## src/rtl/kws_layer_sched.sv

```systemverilog
// Keyword-spotting inference scheduler: frame windowing, layer-by-layer sequencing, overrun flag.
// Build option KWS_SCHED_WDT_EN adds a per-layer watchdog that aborts a stalled inference.
module kws_layer_sched #(
  parameter int NUM_LAYERS     = 6,
  parameter int LAYER_IDX_W    = 3,
  parameter int TIMEOUT_CYCLES = 4096
) (
  input  logic                   clk,
  input  logic                   rst,
  input  logic                   enable,
  input  logic                   frame_valid,
  input  logic [7:0]             frames_per_infer,
  input  logic [7:0]             hop_frames,
  input  logic                   layer_done,
  input  logic                   clr_overrun,
  output logic                   layer_start,
  output logic [LAYER_IDX_W-1:0] layer_sel,
  output logic                   sched_busy,
  output logic                   result_valid,
  output logic [15:0]            infer_count,
  output logic                   overrun,
  output logic                   sched_error
);

  typedef enum logic [1:0] {
    S_IDLE   = 2'd0,
    S_LAUNCH = 2'd1,
    S_WAIT   = 2'd2,
    S_DONE   = 2'd3
  } state_t;

  localparam logic [LAYER_IDX_W-1:0] LAST_SEL = LAYER_IDX_W'(NUM_LAYERS - 1);

  // state is the observable FSM status for checkers bound to this block.
  state_t state;
  state_t state_next;

  logic [7:0] frame_cnt;
  logic       primed;
  logic [7:0] target;
  logic [8:0] cnt_inc;
  logic       trigger;
  logic       last_layer;
  logic       timeout;

  // Frame windowing: a zero window is treated as one frame, and ">=" lets a
  // config shrink below the current count fire on the very next frame.
  always_comb begin
    target = primed ? hop_frames : frames_per_infer;
    if (target == 8'd0) begin
      target = 8'd1;
    end
    cnt_inc = {1'b0, frame_cnt} + 9'd1;
    trigger = enable && frame_valid && (cnt_inc >= {1'b0, target});
  end

  always_ff @(posedge clk) begin
    if (rst) begin
      frame_cnt <= 8'd0;
      primed    <= 1'b0;
    end else if (enable && frame_valid) begin
      if (trigger) begin
        frame_cnt <= 8'd0;
        primed    <= 1'b1;
      end else begin
        frame_cnt <= cnt_inc[7:0];
      end
    end
  end

  assign last_layer = (layer_sel == LAST_SEL);

  // Layer handshake: layer_start is a one-cycle request to layer layer_sel;
  // the engine answers with a one-cycle layer_done, honoured only in S_WAIT.
  always_ff @(posedge clk) begin
    if (rst) begin
      state <= S_IDLE;
    end else begin
      state <= state_next;
    end
  end

  always_comb begin
    state_next = state;
    case (state)
      S_IDLE:   if (trigger) state_next = S_LAUNCH;
      S_LAUNCH: state_next = S_WAIT;
      S_WAIT: begin
        if (layer_done) begin
          state_next = last_layer ? S_DONE : S_LAUNCH;
        end else if (timeout) begin
          state_next = S_IDLE;
        end
      end
      S_DONE:   state_next = S_IDLE;
      default:  state_next = S_IDLE;
    endcase
  end

  always_comb begin
    layer_start  = (state == S_LAUNCH);
    result_valid = (state == S_DONE);
    sched_busy   = (state != S_IDLE);
  end

  always_ff @(posedge clk) begin
    if (rst) begin
      layer_sel <= '0;
    end else begin
      case (state)
        S_IDLE: if (trigger) layer_sel <= '0;
        S_WAIT: begin
          if (layer_done) begin
            if (!last_layer) begin
              layer_sel <= layer_sel + 1'b1;
            end
          end else if (timeout) begin
            layer_sel <= '0;
          end
        end
        S_DONE:  layer_sel <= '0;
        default: layer_sel <= layer_sel;
      endcase
    end
  end

  always_ff @(posedge clk) begin
    if (rst) begin
      infer_count <= 16'd0;
    end else if (state == S_DONE) begin
      infer_count <= infer_count + 16'd1;
    end
  end

  // A drop in the same cycle as a clear keeps the flag set.
  always_ff @(posedge clk) begin
    if (rst) begin
      overrun <= 1'b0;
    end else if (trigger && (state != S_IDLE)) begin
      overrun <= 1'b1;
    end else if (clr_overrun) begin
      overrun <= 1'b0;
    end
  end

`ifdef KWS_SCHED_WDT_EN
  localparam logic [15:0] WDT_LAST = 16'(TIMEOUT_CYCLES - 1);

  logic [15:0] wdt_cnt;
  logic        sched_error_q;

  // Counts cycles spent in S_WAIT; a layer_done on the last allowed cycle wins.
  assign timeout = (state == S_WAIT) && !layer_done && (wdt_cnt == WDT_LAST);

  always_ff @(posedge clk) begin
    if (rst) begin
      wdt_cnt       <= 16'd0;
      sched_error_q <= 1'b0;
    end else begin
      sched_error_q <= timeout;
      if (state == S_LAUNCH) begin
        wdt_cnt <= 16'd0;
      end else if (state == S_WAIT) begin
        wdt_cnt <= wdt_cnt + 16'd1;
      end
    end
  end

  assign sched_error = sched_error_q;
`else
  assign timeout     = 1'b0;
  assign sched_error = 1'b0;
`endif

endmodule

```

## config.mk

```make
export PLATFORM = sky130hd
export DESIGN_NAME = kws_layer_sched
export DESIGN_NICKNAME = d
export VERILOG_FILES = /design/src/rtl/kws_layer_sched.sv
export SDC_FILE = /design/constraint.sdc
export NUM_CORES = 1
export LEC_CHECK = 0
export CORE_ASPECT_RATIO = 1.1
export CORE_MARGIN = 5
export CORE_UTILIZATION = 33
export DETAILED_ROUTE_END_ITERATION = 10
export PLACE_DENSITY = 0.66
export SLEW_MARGIN = 15
export SYNTH_ARGS = -nofsm -noshare
export SYNTH_HDL_FRONTEND = slang
export SYNTH_SLANG_ARGS = --single-unit
```

## constraint.sdc

```tcl
create_clock -name clk -period 3.2 [get_ports clk]
set_clock_uncertainty 0.1 [all_clocks]
set_input_delay 0.48 -clock clk [delete_from_list [all_inputs] [get_ports clk]]
set_output_delay 0.48 -clock clk [all_outputs]
set_load 0.05 [all_outputs]
```

==> results summary <==
The hold path endpoint is frame_cnt[6]. For this run, the share of the core covered by cells in the final layout is 45.5%. The synthesized design spends more area on one cell type than any other, namely sky130_fd_sc_hd__dfxtp_1. Max-cap violations in this run came to 0. The aggregate negative setup slack came out at 0 ns. The via count is 1660.

Entering global routing, the biggest net connects 16 pins. Sorting the synthesized cells by area gives the leading types as sky130_fd_sc_hd__dfxtp_1 (34%), sky130_fd_sc_hd__ha_1 (8.2%), sky130_fd_sc_hd__xor2_1 (6.7%). Among the stages of the critical path, the cell type that occurs most often is sky130_fd_sc_hd__ha_1. The cell family contributing the most delay on the critical path is simple AND/OR/NAND/NOR gates.

The data required time at the worst endpoint is 3.31 ns. Sequential cells were found to cover 33.9% of the synthesized design area. After synthesis, the share of flip-flops with an asynchronous set or reset is 0%. The final weighted congestion of routability-driven global placement came out at 0.791. The total of hold buffers inserted after clock tree synthesis came out at 0. The layout overhead on the synthesized area came out at 34.4%. The area of the core came out at 0.00540 mm².

The sort of element at the end of the critical path is a flip-flop. The worst setup path is launched from a flip-flop. After layout, the design draws a total of 0.854 mW. The worst-case clock buffer depth came out at 2. The synthesized design contains 0 enable-type register cells.

For this run, the total global-route usage over all layers was measured as 12.9%. Counting instances, the worst hold path has a depth of 2. Setup violations remaining at the end of the flow were counted as 0. The flow ran to the end, and the final reports show no timing, DRC or antenna violations.

The worst path needs 2.85 ns of the cycle, external delays included. The vertical extent of the die is 88.1 µm. Setup repair after global routing left no endpoint under its margin. The worst register-to-register path begins at frame_cnt[0].

Of the post-synthesis cell area, the dominant cell type holds around 34%. In this run the critical register-to-register path is captured at frame_cnt[2]. The initial detailed-routing violation count is 134. The startpoint of the lowest-slack hold path is frame_cnt[6]. In this run the clock root is driven by a sky130_fd_sc_hd__clkbuf_8. The distinct cell type count of the synthesized netlist came out at 39.

The number of antenna violations at the first check in global routing is 0. Headroom to the max-slew limit came out at 60.9%. Dividing the detail-routed wire length by the instance count gives 12.8 µm. The post-synthesis register bit count is 31.

The most used flip-flop cell after synthesis is sky130_fd_sc_hd__dfxtp_1. The ratio of routed vias to standard cells came out at ~5. Post-CTS repair changed the size of 0 cells. For this run, the detailed router's first-pass iteration total came to 4.

The antenna diode count is 0. The final wirelength came out at 4380 µm. With fillers left out, the area of the finished cells amounts to 0.00246 mm². The analysis attributes to cell leakage a power of around 0.93 nW.

The worst path buffer plus inverter count came out at 0. The horizontal die dimension came out at 81.0 µm. The count of buffers added on input and output ports is 44. Counting the buffers created by CTS gives 5.

The sum of overflow across all layers after global routing is 0. The final max-slew violation count is 0. The critical path goes through ha_1 > and3_1 > nand3_1 > xnor2_1 > ha_1 > a21oi_1 > o21ai_0 > and2_1 > or4b_1 > a31oi_1. At the pin with the least slew margin, the transition time is between 0.5 and 0.6 ns. The largest individual stage delay along the critical path comes from the cell sky130_fd_sc_hd__or4b_1.

The final hold violation count is 0. The highest clock frequency the design can meet is 0.350 GHz. The initial utilization of the core area, before any placement, comes to 33.9%. The placed cell count came out at around 330. The cell count after synthesis came out at 220.

The via count of the first global-routing pass is 1577. Once detail routing completed, the nets flagged for antenna violations numbered 0. The CTS tree is built. The final standard cell count with taps included and fillers excluded came out at 341. The first global-routing pass estimated 7260 µm of wire. The sum of net half-perimeters after detailed placement came out at ~3300 µm. The number of cells on the worst reg-to-reg path is 10. The worst-case IR drop observed on VDD is about 0.00023 V. The data arrival time at the worst-slack endpoint is 2.97 ns.

For flop-to-flop paths, the worst setup slack is 0.35 ns. The maximum cell stage delay along the critical path came out at roughly 0.49 ns. Once placement finished, the instance area stood at 0.00234 mm². The number of clock sinks is 31.

Along the worst path, the maximum fanout reaches 6. The part of the cycle the worst path needs is 89.2%. In the final layout, the share of cells above drive strength 1 is under 10%. The cell area power density came out at 347 mW/mm².

The floorplan has 28 rows. Once the clock tree was built, the setup fixing pass inserted 0 buffers. The boundary pin count is 46. The netlist area before placement is 0.00183 mm². The critical path in this run is classified as reg -> reg. The number of warning messages in the yosys log is 0. The die covers 0.00713 mm².

The min-delay analysis places its worst path in the category reg -> reg. The CTS clock-pin slew for the worst setup and hold paths is roughly 0.06 ns. The number of design rule violations left after detail routing came out at 0.

The post-synthesis area per instance is 8.31 µm². The H-tree was split into 2 levels. The post-synth net total came out at 254. The later pin in the worst-skew pair is clocked with a latency of 0.28 ns.

The final-stage net count is 299.
[metrics by stage]
step	hold WS, ns	setup WS, ns
6_report	0.388	0.345
5_1_grt	0.421	0.111
4_1_cts	0.386	0.329
3_5_place_dp	0.377	0.280
3_3_place_gp	0.364	0.320
2_1_floorplan	0.353	0.544
[worst max path at each step]
stage                        startpoint           end  slack [ns]  depth (start not counted)
after floorplan                  primed  layer_sel[1]        0.54                         10
after global placement    hop_frames[6]  frame_cnt[2]        0.32                         10
after detailed placement  hop_frames[7]  frame_cnt[2]        0.28                         10
after CTS                  frame_cnt[0]  frame_cnt[2]        0.33                         10
after global routing       frame_cnt[0]  frame_cnt[2]        0.11                         10
final                      frame_cnt[0]  frame_cnt[2]        0.35                         10
[worst register-to-register path, stage by stage (launching register included)]
cell and delay [ns]:
sky130_fd_sc_hd__dfxtp_1 0.43, sky130_fd_sc_hd__ha_1 0.19, sky130_fd_sc_hd__and3_1 0.27, sky130_fd_sc_hd__nand3_1 0.12, sky130_fd_sc_hd__xnor2_1 0.26, sky130_fd_sc_hd__ha_1 0.29, sky130_fd_sc_hd__a21oi_1 0.15, sky130_fd_sc_hd__o21ai_0 0.13
sky130_fd_sc_hd__and2_1 0.20, sky130_fd_sc_hd__or4b_1 0.49, sky130_fd_sc_hd__a31oi_1 0.16
[final cells by class]
| class | instances | area, µm² |
|---|---|---|
| fill | 554 | 2940 |
| multi-input combinational | 172 | 1120 |
| sequential | 31 | 621 |
| timing repair buffer | 49 | 478 |
| tap | 75 | 93.8 |
| clock buffer | 6 | 82.6 |
| clock inverter | 2 | 35.0 |
| inverter | 6 | 22.5 |
[kinds of logic after synthesis]
kind of cell,share of synthesized area (%)
flops,33.9
simple gates,25.1
compound gates,13.4
other cells,0.205
buf+inv,4.52
fa+ha+maj,8.21
mux,5.00
xor+xnor,9.58
[cells in the final DEF (no fill, tap or decap), types with 2 or more instances in the layout]
cell type,synthesis,final
sky130_fd_sc_hd__and2_1,4,4
sky130_fd_sc_hd__nand2_1,22,22
sky130_fd_sc_hd__o211ai_1,2,2
sky130_fd_sc_hd__or4_1,2,2
sky130_fd_sc_hd__nand3_1,12,12
sky130_fd_sc_hd__buf_4,1,5
sky130_fd_sc_hd__clkdlybuf4s50_1,0,44
sky130_fd_sc_hd__nand2b_1,2,2
sky130_fd_sc_hd__o2111ai_1,4,4
sky130_fd_sc_hd__a31o_1,2,2
sky130_fd_sc_hd__o31ai_1,3,3
sky130_fd_sc_hd__mux2i_1,8,8
sky130_fd_sc_hd__xor2_1,14,14
sky130_fd_sc_hd__and3_1,6,6
sky130_fd_sc_hd__a21oi_1,13,13
sky130_fd_sc_hd__inv_1,6,6
sky130_fd_sc_hd__o21ai_0,5,5
sky130_fd_sc_hd__xnor2_1,6,6
sky130_fd_sc_hd__nor3_1,2,2
sky130_fd_sc_hd__a31oi_1,2,2
sky130_fd_sc_hd__nor2b_1,5,5
sky130_fd_sc_hd__dfxtp_1,31,31
sky130_fd_sc_hd__ha_1,12,12
sky130_fd_sc_hd__nand3b_1,2,2
sky130_fd_sc_hd__nor2_1,26,26
sky130_fd_sc_hd__nand4_1,6,6
sky130_fd_sc_hd__clkbuf_8,0,6
[synth_stat cells, drive strengths merged (2+ instances only)]
cell type,instances
clkbuf,8
or4,2
nand3,12
nand3b,2
o211ai,2
o31ai,3
inv,6
a31o,2
and2,4
buf,3
and3,6
o2111ai,4
dfxtp,31
a21oi,13
nor2,26
o21ai,5
nand2b,2
xnor2,6
nor3,2
nand2,22
mux2i,8
ha,12
a31oi,2
nand4,6
xor2,14
nor2b,5
[report_power, final]
part | internal, mW | switching, mW | total (mW) | leakage [nW]
Clock | 0.252 | 0.145 | 0.397 | 0.0612
Combinational | 0.0359 | 0.0314 | 0.0673 | 0.616
Sequential | 0.387 | 0.00238 | 0.390 | 0.250
Total | 0.675 | 0.179 | 0.854 | 0.927
[registers in the layout, summed over array words and instances (netlist names)]
register,flops
primed,1
infer_count,16
overrun,1
layer_sel,3
state,2
frame_cnt,8
[metal layers]
layer	vias to the layer above	global-route usage, %	share of wire [%]
met3	6	5.35	7.8
met5	-	0	0
li1	861	-	-
met4	0	4.76	1.6
met1	742	15.9	47
met2	51	20.0	44
No activity file was read; power rests on OpenSTA's default activity.
